File: src/rtl/acc_mac16_if.sv
`default_nettype none
// ============================================================================
//  Module   : acc_mac16_if
//  Purpose  : Signal bundle between the 16-step sequencer side (master) and
//             the acc_mac16 neuron accumulator (slave).
//  Signals  : state[3:0]  step index from the sequencer
//             en          enable; low aborts the running sequence
//             x_vec       16 packed signed inputs,  element i at [i*X_W +: X_W]
//             w_vec       16 packed signed weights, same packing
//             bias        signed bias, loaded with index 0
//             y           saturated ReLU neuron output
//             y_valid     one-cycle pulse when y updates
//             busy        accumulator is mid-sequence
//             sync_err    one-cycle pulse on an out-of-order index
//  Revision : 1.0  initial release
// ============================================================================
interface acc_mac16_if #(
    parameter int X_W   = 8,
    parameter int W_W   = 8,
    parameter int ACC_W = 20,
    parameter int OUT_W = 8
) ();
    logic [3:0]        state;
    logic              en;
    logic [16*X_W-1:0] x_vec;
    logic [16*W_W-1:0] w_vec;
    logic [ACC_W-1:0]  bias;
    logic [OUT_W-1:0]  y;
    logic              y_valid;
    logic              busy;
    logic              sync_err;

    modport master (
        output state, en, x_vec, w_vec, bias,
        input  y, y_valid, busy, sync_err
    );

    modport slave (
        input  state, en, x_vec, w_vec, bias,
        output y, y_valid, busy, sync_err
    );
endinterface
`default_nettype wire

File: src/rtl/acc_mac16.sv
`default_nettype none
// ============================================================================
//  Module   : acc_mac16
//  Purpose  : Consumer of the 16-step sequencer index. Adds one signed
//             product x[i]*w[i] per index change (plus a bias at index 0),
//             then emits a ReLU-saturated neuron output after index 15.
//             Out-of-order indices are flagged and the term is discarded.
//  Ports    : clk           clock
//             rst           asynchronous active-high reset
//             bus (slave)   state/en/x_vec/w_vec/bias in,
//                           y/y_valid/busy/sync_err out
//  Revision : 1.0  initial release
// ============================================================================
module acc_mac16 #(
    parameter int X_W   = 8,
    parameter int W_W   = 8,
    parameter int ACC_W = 20,
    parameter int OUT_W = 8,
    parameter int SHIFT = 4
) (
    input  logic        clk,
    input  logic        rst,
    acc_mac16_if.slave  bus
);

    localparam int N_STEPS = 16;
    localparam int PROD_W  = X_W + W_W;
    localparam logic [ACC_W-1:0] Y_MAX = ACC_W'((64'd1 << OUT_W) - 64'd1);
    localparam logic [3:0] LAST_IDX = 4'd15;

    typedef enum logic [1:0] {
        ST_WAIT0 = 2'd0,
        ST_ACCUM = 2'd1,
        ST_DONE  = 2'd2
    } fsm_t;

    // ------------------------------------------------------------------
    // Registers
    // ------------------------------------------------------------------
    fsm_t             fsm_q,        fsm_d;
    logic [ACC_W-1:0] acc_q,        acc_d;
    logic [3:0]       expect_idx_q, expect_idx_d;
    logic [3:0]       prev_state_q, prev_state_d;
    logic [OUT_W-1:0] y_q,          y_d;
    logic             y_valid_q,    y_valid_d;

    // ------------------------------------------------------------------
    // Combinational signals
    // ------------------------------------------------------------------
    logic                     strobe;
    logic                     sync_err_w;
    logic signed [X_W-1:0]    x_elem [N_STEPS];
    logic signed [W_W-1:0]    w_elem [N_STEPS];
    logic signed [X_W-1:0]    x_sel;
    logic signed [W_W-1:0]    w_sel;
    logic signed [PROD_W-1:0] prod;
    logic signed [ACC_W-1:0]  term;
    logic signed [ACC_W-1:0]  acc_shr;
    logic [OUT_W-1:0]         y_sat;

    generate
        for (genvar gi = 0; gi < N_STEPS; gi++) begin : g_unpack
            assign x_elem[gi] = bus.x_vec[gi*X_W +: X_W];
            assign w_elem[gi] = bus.w_vec[gi*W_W +: W_W];
        end
    endgenerate

    // One index change is one step, however long the sequencer dwells.
    assign strobe = (bus.state != prev_state_q);

    // The current product, sign-extended to the accumulator width.
    assign x_sel = x_elem[bus.state];
    assign w_sel = w_elem[bus.state];
    assign prod  = PROD_W'(x_sel) * PROD_W'(w_sel);
    assign term  = ACC_W'(prod);

    // Output scaling: arithmetic shift, clamp negatives to 0, clamp the top.
    assign acc_shr = $signed(acc_q) >>> SHIFT;

    always_comb begin
        y_sat = '0;
        if (acc_shr[ACC_W-1]) begin
            y_sat = '0;
        end else if ($unsigned(acc_shr) > Y_MAX) begin
            y_sat = Y_MAX[OUT_W-1:0];
        end else begin
            y_sat = acc_shr[OUT_W-1:0];
        end
    end

    // ------------------------------------------------------------------
    // Next-state logic
    // ------------------------------------------------------------------
    always_comb begin
        fsm_d        = fsm_q;
        acc_d        = acc_q;
        expect_idx_d = expect_idx_q;
        prev_state_d = bus.state;
        y_d          = y_q;
        y_valid_d    = 1'b0;
        sync_err_w   = 1'b0;

        case (fsm_q)
            ST_WAIT0: begin
                // Only a fresh index 0 opens a sequence; anything else is
                // the tail of an aborted round and is dropped quietly.
                if (strobe && bus.en && (bus.state == 4'd0)) begin
                    acc_d        = bus.bias + term;
                    expect_idx_d = 4'd1;
                    fsm_d        = ST_ACCUM;
                end
            end

            ST_ACCUM: begin
                if (!bus.en) begin
                    fsm_d = ST_WAIT0;
                end else if (strobe) begin
                    if (bus.state == expect_idx_q) begin
                        acc_d        = acc_q + term;
                        expect_idx_d = expect_idx_q + 4'd1;
                        if (bus.state == LAST_IDX) begin
                            fsm_d = ST_DONE;
                        end
                    end else begin
                        sync_err_w = 1'b1;
                        // A jump back to 0 is a new round starting now, so
                        // take its bias and first term without a lost step.
                        if (bus.state == 4'd0) begin
                            acc_d        = bus.bias + term;
                            expect_idx_d = 4'd1;
                        end else begin
                            fsm_d = ST_WAIT0;
                        end
                    end
                end
            end

            ST_DONE: begin
                y_d       = y_sat;
                y_valid_d = 1'b1;
                fsm_d     = ST_WAIT0;
            end

            default: begin
                fsm_d = ST_WAIT0;
            end
        endcase
    end

    // ------------------------------------------------------------------
    // State registers
    // ------------------------------------------------------------------
    always_ff @(posedge clk or posedge rst) begin
        if (rst) begin
            fsm_q        <= ST_WAIT0;
            acc_q        <= '0;
            expect_idx_q <= 4'd0;
            // All-ones so an index 0 already present at release is a change.
            prev_state_q <= 4'hF;
            y_q          <= '0;
            y_valid_q    <= 1'b0;
        end else begin
            fsm_q        <= fsm_d;
            acc_q        <= acc_d;
            expect_idx_q <= expect_idx_d;
            prev_state_q <= prev_state_d;
            y_q          <= y_d;
            y_valid_q    <= y_valid_d;
        end
    end

    // ------------------------------------------------------------------
    // Outputs
    // ------------------------------------------------------------------
    assign bus.y        = y_q;
    assign bus.y_valid  = y_valid_q;
    assign bus.busy     = (fsm_q == ST_ACCUM) || (fsm_q == ST_DONE);
    assign bus.sync_err = sync_err_w;

endmodule
`default_nettype wire
File: src/flat_wrapper.sv
// flat-port wrapper written by rule: the top's interface ports become plain ports
module acc_mac16_flat 
#(
    parameter int X_W   = 8,
    parameter int W_W   = 8,
    parameter int ACC_W = 20,
    parameter int OUT_W = 8,
    parameter int SHIFT = 4
)
  (clk, rst, bus_state, bus_en, bus_x_vec, bus_w_vec, bus_bias, bus_y, bus_y_valid, bus_busy, bus_sync_err);
  acc_mac16_if #(.X_W(X_W), .W_W(W_W), .ACC_W(ACC_W), .OUT_W(OUT_W)) bus_i ();
  input  logic clk;
  input  logic rst;
  input wire logic [$bits(bus_i.state)-1:0] bus_state;
  input wire logic [$bits(bus_i.en)-1:0] bus_en;
  input wire logic [$bits(bus_i.x_vec)-1:0] bus_x_vec;
  input wire logic [$bits(bus_i.w_vec)-1:0] bus_w_vec;
  input wire logic [$bits(bus_i.bias)-1:0] bus_bias;
  output wire logic [$bits(bus_i.y)-1:0] bus_y;
  output wire logic [$bits(bus_i.y_valid)-1:0] bus_y_valid;
  output wire logic [$bits(bus_i.busy)-1:0] bus_busy;
  output wire logic [$bits(bus_i.sync_err)-1:0] bus_sync_err;
  assign bus_i.state = bus_state;
  assign bus_i.en = bus_en;
  assign bus_i.x_vec = bus_x_vec;
  assign bus_i.w_vec = bus_w_vec;
  assign bus_i.bias = bus_bias;
  assign bus_y = bus_i.y;
  assign bus_y_valid = bus_i.y_valid;
  assign bus_busy = bus_i.busy;
  assign bus_sync_err = bus_i.sync_err;
  acc_mac16 #(.X_W(X_W), .W_W(W_W), .ACC_W(ACC_W), .OUT_W(OUT_W), .SHIFT(SHIFT)) u_core (.clk(clk), .rst(rst), .bus(bus_i));
endmodule
File: config.mk
export PLATFORM = sky130hd
export DESIGN_NAME = acc_mac16_flat
export DESIGN_NICKNAME = d
export VERILOG_FILES = /design/src/rtl/acc_mac16_if.sv /design/src/rtl/acc_mac16.sv /design/src/flat_wrapper.sv
export SDC_FILE = /design/constraint.sdc
export NUM_CORES = 1
export LEC_CHECK = 0
export CAP_MARGIN = 20
export CORE_ASPECT_RATIO = 1.1
export CORE_MARGIN = 2
export CORE_UTILIZATION = 45
export CTS_CLUSTER_SIZE = 40
export DETAILED_ROUTE_END_ITERATION = 6
export HOLD_SLACK_MARGIN = 0.1
export PLACE_DENSITY_LB_ADDON = 0.12
export SYNTH_ARGS = -nofsm -noshare
export SYNTH_HDL_FRONTEND = slang
export SYNTH_SLANG_ARGS = --single-unit
File: constraint.sdc
create_clock -name clk -period 3.9 [get_ports clk]
set_clock_uncertainty 0.2 [all_clocks]
set_input_delay 0.78 -clock clk [delete_from_list [all_inputs] [get_ports clk]]
set_output_delay 0.78 -clock clk [all_outputs]
set_load 0.005 [all_outputs]
# After elaboration in Yosys (flattened, before gate mapping)
# Index checks and enable logic that the tools add are counted.
dict set report totals {
  ff_bits 39
  input_bits 283
}
dict set report classes {
  n_addsub 3
  mul 1
  order_cmp 2
  n_eq_ne 12
  mux 32
  n_bitwise 1
  reduce_logical 8
}
# cell count
set ops {}
lappend ops {{2-to-1 mux 20 bit} 5}
lappend ops {{binary-select mux 8 bit (select 4 bit)} 2}
lappend ops {{2-to-1 mux 8 bit} 6}
lappend ops {{adder 20 bit} 2}
lappend ops {{one-hot mux 20 bit (2 select lines)} 1}
lappend ops {{greater-than comparator 20 x 8 -> 1 bit, second input constant} 1}
lappend ops {{2-to-1 mux 4 bit} 5}
lappend ops {{multiplier 8 x 8 -> 16 bit} 1}
lappend ops {{2-to-1 mux 2 bit} 6}
lappend ops {{!= test 4 bit, second input constant} 2}
lappend ops {{one-hot mux 4 bit (2 select lines)} 1}
lappend ops {{>= comparator 5 bit, second input constant} 1}
lappend ops {{2-to-1 mux 1 bit} 5}
lappend ops {{NOT 4 -> 5 bit} 1}
lappend ops {{AND reduction 5 bit} 1}
lappend ops {{adder 4 x 1 -> 4 bit, second input constant} 1}
lappend ops {{equality test 4 bit} 1}
lappend ops {{equality test 4 bit, second input constant} 1}
lappend ops {{zero test 4 bit} 1}
lappend ops {{!= test 2 x 1 -> 1 bit, second input constant} 2}
lappend ops {{!= test 4 bit} 1}
lappend ops {{one-hot mux 2 bit (2 select lines)} 1}
lappend ops {{AND reduction 4 bit} 1}
lappend ops {{!= test 3 x 1 -> 1 bit, second input constant} 1}
lappend ops {{8 further kinds} 9}

# Logic depth before layout (Yosys ltp)
dict set report depth {
  depth_word 11
  ltp_mapped 34
  depth_no_buf 31
}

# Worst setup path after synthesis
# No wires, ideal clock.
dict set report synth_timing {
  path_type {in2reg}
  from {input bus_state[1]}
  to {register u_core.acc_q[19]}
  arrival_time_ns 7.858
  required_time_ns 3.579
  slack_ns -4.279
  path_stages 28
  n_path_buf 3
  path_cell_list {buf_2 -> buf_2 -> clkbuf_1 -> mux4_2 -> mux4_2 -> and2_1 -> fa_1 -> inv_1 -> fa_1 -> inv_1 -> fa_1 -> inv_1 -> fa_1 -> inv_1 -> ha_1 -> o21ai_1 -> o21a_1 -> o21ai_1 -> a31o_1 -> a21oi_2 -> xnor2_1 -> ha_1 -> o21a_1 -> a2111oi_2 -> nor3_1 -> xnor2_1 -> a2bb2oi_1 -> o22a_1}
}
dict set report synth_via {
  elab_chain_len 11
}
# item line_no
set synth_rtl {}
lappend synth_rtl {{start: declaration} flat_wrapper.sv:14} ;# input wire logic [$bits(bus_i.state)-1:0] bus_state;
lappend synth_rtl {{NOT 4 -> 5 bit (not written as such)} {acc_mac16.sv:72, acc_mac16.sv:73}}
lappend synth_rtl {{binary-select mux 8 bit (select 4 bit) (on tied branches)} {acc_mac16.sv:72, acc_mac16.sv:73}}
lappend synth_rtl {{2-to-1 mux 8 bit (on tied branches) (2 in series)} {acc_mac16.sv:72, acc_mac16.sv:73}}
lappend synth_rtl {{multiplier 8 x 8 -> 16 bit} acc_mac16.sv:74} ;# assign prod = PROD_W'(x_sel) * PROD_W'(w_sel);
lappend synth_rtl {{adder 20 bit} {acc_mac16.sv:108, acc_mac16.sv:129}}
lappend synth_rtl {{2-to-1 mux 20 bit} acc_mac16.sv:128} ;# if (bus.state == 4'd0) begin
lappend synth_rtl {{2-to-1 mux 20 bit} acc_mac16.sv:118} ;# if (bus.state == expect_idx_q) begin
lappend synth_rtl {{2-to-1 mux 20 bit} acc_mac16.sv:117} ;# end else if (strobe) begin
lappend synth_rtl {{2-to-1 mux 20 bit} acc_mac16.sv:115} ;# if (!bus.en) begin
lappend synth_rtl {{one-hot mux 20 bit (2 select lines)} acc_mac16.sv:103} ;# case (fsm_q)
lappend synth_rtl {{end signal: assignment} acc_mac16.sv:156} ;# acc_q <= '0;
lappend synth_rtl {{end signal: assignment} acc_mac16.sv:164} ;# acc_q <= acc_d;
lappend synth_rtl {{end: declaration} acc_mac16.sv:41} ;# logic [ACC_W-1:0] acc_q, acc_d;
# Parallel ways exist; a longest one is shown, timed or not. The select of a mux whose other input is x is not followed.
# A chain may end at the register's enable or synchronous reset.

# Worst setup path after layout
dict set report layout_timing {
  from {input bus_w_vec[69]}
  to {register u_core.acc_q[19]}
}
dict set report layout_via {
  elab_chain_len 10
}
# item line_no
set layout_rtl {}
lappend layout_rtl {{start: declaration} flat_wrapper.sv:17} ;# input wire logic [$bits(bus_i.w_vec)-1:0] bus_w_vec;
lappend layout_rtl {{binary-select mux 8 bit (select 4 bit) (*)} acc_mac16.sv:73} ;# assign w_sel = w_elem[bus.state];
lappend layout_rtl {{2-to-1 mux 8 bit (not written as such) (*) (2 in series)} acc_mac16.sv:73}
lappend layout_rtl {{multiplier 8 x 8 -> 16 bit (*)} acc_mac16.sv:74}
lappend layout_rtl {{adder 20 bit} {acc_mac16.sv:108, acc_mac16.sv:129}}
lappend layout_rtl {{2-to-1 mux 20 bit} acc_mac16.sv:128}
lappend layout_rtl {{2-to-1 mux 20 bit} acc_mac16.sv:118}
lappend layout_rtl {{2-to-1 mux 20 bit} acc_mac16.sv:117}
lappend layout_rtl {{2-to-1 mux 20 bit} acc_mac16.sv:115}
lappend layout_rtl {{one-hot mux 20 bit (2 select lines) (*)} acc_mac16.sv:103}
# Every way passes the cells marked *; elsewhere a longest branch is shown, timed or not. The select of a mux whose other input is x is not followed.

==> results.sh <==
export IMPL_ys_seq_area_share_pct=12.2
export IMPL_cts_buffer_depth=2
export IMPL_grtUsageTotal_pct=34.5
export IMPL_die_h_um=144
export IMPL_grt_pass1_wl_um=50000
export IMPL_finalNonFillerCells=1549
export IMPL_finalHoldViolations=0
export IMPL_yosysWarningCount=0
export IMPL_ant_nets=0
export IMPL_synth_area_sq_mm=0.00807
export IMPL_dr_pass1_iters=5
export IMPL_rrSetupSlack_ps=640
export IMPL_clk_latency_ps=290
export IMPL_cp_required_ps=3880
export IMPL_period_share_pct=200
export IMPL_drv_cap=0
export IMPL_start_util_pct=45.8
export IMPL_synth_nets=1225
export IMPL_area_growth_pct=79.4
export IMPL_avgRoutedWirePerCell_um=22.4
export IMPL_vias=8930
export IMPL_clk_pin_slew_worst_paths_ps=60
export IMPL_routed_via_density=5.77
export IMPL_globalRouteOverflowTotal=0
export IMPL_numCtsBuffers=5
export IMPL_setup_violations_final=18
export IMPL_ys_seq_elements=39
export IMPL_synth_top_area_cell="mux4_2"
export IMPL_antenna_found_initial=3
export IMPL_reg2reg_from="u_core.acc_q[0]$_DFFE_PP0P_"
export IMPL_crit_start="bus_w_vec[69]"
export IMPL_outcome="finished, violations left"
export IMPL_dieArea_sq_mm=0.0190
export IMPL_endpoint_kind="flop"
export IMPL_drive_gt1_share_pct=40.2
export IMPL_crit_fanout=6
export IMPL_dp_hpwl_um=25800
export IMPL_nets=1726
export IMPL_io_pins=294
export IMPL_h_tree_depth=2
export IMPL_finalWirelength_um=34600
export IMPL_drc=0
export IMPL_root_buffer="clkbuf_16"
export IMPL_rsz0062_at_grt="true"
export IMPL_synth_async_sr_flop_share_pct=100
export IMPL_rows=51
export IMPL_grt_max_degree=27
export IMPL_syn_inst=808
export IMPL_worst_slack_ps=-3920
export IMPL_drtIter0Drc=693
export IMPL_cts_hold_buf=0
export IMPL_tightest_slew_ps=755
export IMPL_rr_endpoint="u_core.acc_q[18]$_DFFE_PP0P_"
export IMPL_endpoint="u_core.acc_q[19]$_DFFE_PP0P_"
export IMPL_crit_type="in -> reg"
export IMPL_hold_path_class="reg -> reg"
export IMPL_place_gp_congestion=0.970
export IMPL_grt_pass1_vias=9266
export IMPL_synth_area_leaders="mux4_2 22%, fa_1 14%, ha_1 12%, dfrtp_1 11%, inv_1 4.6%"
export IMPL_rr_worst_depth=11
export IMPL_fmax_mhz=128
export IMPL_relSlewSlack_pct=49.6
export IMPL_violations="negative setup slack"
export IMPL_avgSynthCellArea_sq_um=9.98
export IMPL_dp_cells=1471
export IMPL_critPathLaunchType="primary input"
export IMPL_port_buffer_count=293
export IMPL_core_sq_mm=0.0176
export IMPL_die_w_um=132
export IMPL_cts_tree="built"
export IMPL_final_max_slew_viol_count=0
export IMPL_crit_arrival_ps=7790
export IMPL_ys_types=63
export IMPL_final_min_clock_period_ps=7820
export IMPL_synth_flop_cell="dfrtp_1"
export IMPL_hold_path_cell_count=2
export IMPL_synth_top_area_share_pct=22.1
export IMPL_synth_edf_count=0
export IMPL_cts_sinks=39
==> Yosys cell counts (6+ instances only) <==
cell       n
inv_1     99
mux4_2    79
ha_1      77
fa_1      57
nand2_1   56
a21oi_1   45
and2_1    45
o21ai_0   45
nor2_1    39
xnor2_1   39
dfrtp_1   35
xor2_1    18
nor3_1    17
a21o_1    14
clkbuf_1  14
o21a_1     9
mux2_2     8
o21ai_1    8
buf_2      7
o21bai_1   7
buf_6      6
==> registers in the layout, summed over array words and instances, names as in the netlist <==
name	count
u_core.bus.y	8
u_core.fsm_q	2
u_core.expect_idx_q	4
u_core.bus.y_valid	1
u_core.acc_q	20
u_core.prev_state_q	4
==> cell usage in the layout (no fill, tap or decap), types with 12 or more instances in the layout <==
master	synthesis	final
dlygate4sd2_1	0	174
buf_4	1	172
clkdlybuf4s50_1	0	82
mux4_2	79	79
inv_1	99	76
fa_1	57	54
nand2_1	56	51
buf_6	6	47
ha_1	77	37
ha_4	0	37
dlymetal6s2s_1	0	35
dfrtp_1	35	35
nor2_1	39	33
xnor2_1	39	26
a21oi_2	2	24
o21ai_1	8	23
and2_1	45	23
inv_2	0	23
and2_4	1	23
a21oi_1	45	19
o21ai_0	45	18
a21o_1	14	14
xor2_1	18	13
nor3_1	17	12
==> worst max-delay path: stages <==
cell             delay [ps]
clkdlybuf4s50_1         480
mux4_2                  480
mux4_2                  580
and2_4                  180
fa_1                    540
fa_1                    460
fa_1                    540
inv_2                    40
fa_1                    520
inv_2                    50
ha_4                    280
o21a_1                  170
o21ai_2                  90
o21ai_1                 170
xor2_1                  340
ha_1                    340
buf_6                   140
nand2_1                  70
o311ai_1                110
nand4b_1                180
o2111ai_4               190
a2111oi_4               410
nor3_2                   70
xnor2_1                 250
a21oi_1                 120
o22a_1                  220
==> final cells by class <==
class / count / area (sq um)
fill: 1059 / 3140
multi-input combinational: 637 / 7670
antenna: 1 / 2.50
clock inverter: 2 / 60.1
clock buffer: 6 / 129
inverter: 99 / 372
timing repair buffer: 527 / 4960
tap: 238 / 298
sequential: 39 / 981
==> kinds of logic after synthesis <==
family | synth area share [%]
AND/OR/NAND/NOR | 11.8
AO/OA/AOI/OAI | 13.3
adder cells (fa/ha/maj) | 26.1
buffers and inverters | 6.86
multiplexers | 23.7
XOR/XNOR | 6.19
flip-flops | 12.2
==> worst min path at each step <==
| stage | start | endpoint | slack [ps] |
|---|---|---|---|
| detailed placement | u_core.acc_q[3]$_DFFE_PP0P_ | u_core.acc_q[3]$_DFFE_PP0P_ | 290 |
| CTS | u_core.acc_q[3]$_DFFE_PP0P_ | u_core.acc_q[3]$_DFFE_PP0P_ | 300 |
| finish | u_core.acc_q[3]$_DFFE_PP0P_ | u_core.acc_q[3]$_DFFE_PP0P_ | 300 |
| floorplan | u_core.acc_q[0]$_DFFE_PP0P_ | u_core.acc_q[0]$_DFFE_PP0P_ | 260 |
| global placement | u_core.acc_q[3]$_DFFE_PP0P_ | u_core.acc_q[3]$_DFFE_PP0P_ | 280 |
| global route | u_core.bus.y[5]$_DFFE_PP0P_ | u_core.bus.y[5]$_DFFE_PP0P_ | 330 |
==> metrics by stage <==
| step | TNS [ps] | worst slack (ps) | hold WS, ps | util (%) | instance area, sq um |
|---|---|---|---|---|---|
| floorplan | -45200 | -3800 | 256 | - | 8440 |
| CTS | -46730 | -3670 | 301 | 78.2 | 13800 |
| finish | -49060 | -3920 | 298 | 82.2 | 14500 |
| global placement | -55010 | -4150 | 282 | 72.3 | 12700 |
| global route | -51900 | -4110 | 334 | 82.2 | 14500 |
| detailed placement | -56200 | -4240 | 288 | 72.3 | 12700 |
==> metal layers <==
| layer | global-route usage [%] | part of all wire [%] | up-vias |
|---|---|---|---|
| met3 | 7.57 | 8.2 | 83 |
| li1 | - | - | 3907 |
| met5 | 0 | 0.032 | - |
| met2 | 61.8 | 51 | 492 |
| met4 | 7.04 | 2.9 | 2 |
| met1 | 43.1 | 38 | 4446 |
==> what timing repair did <==
action                     4_1_cts  5_1_grt
resized for setup              306      134
cloned                           3        0
pin swaps                       97      109
setup endpoints to repair       18       19
buffers inserted                45       31
Power is left out: the tool's default activity adds up to more than one toggle a clock period on the data nets, which glitch-free logic cannot reach.
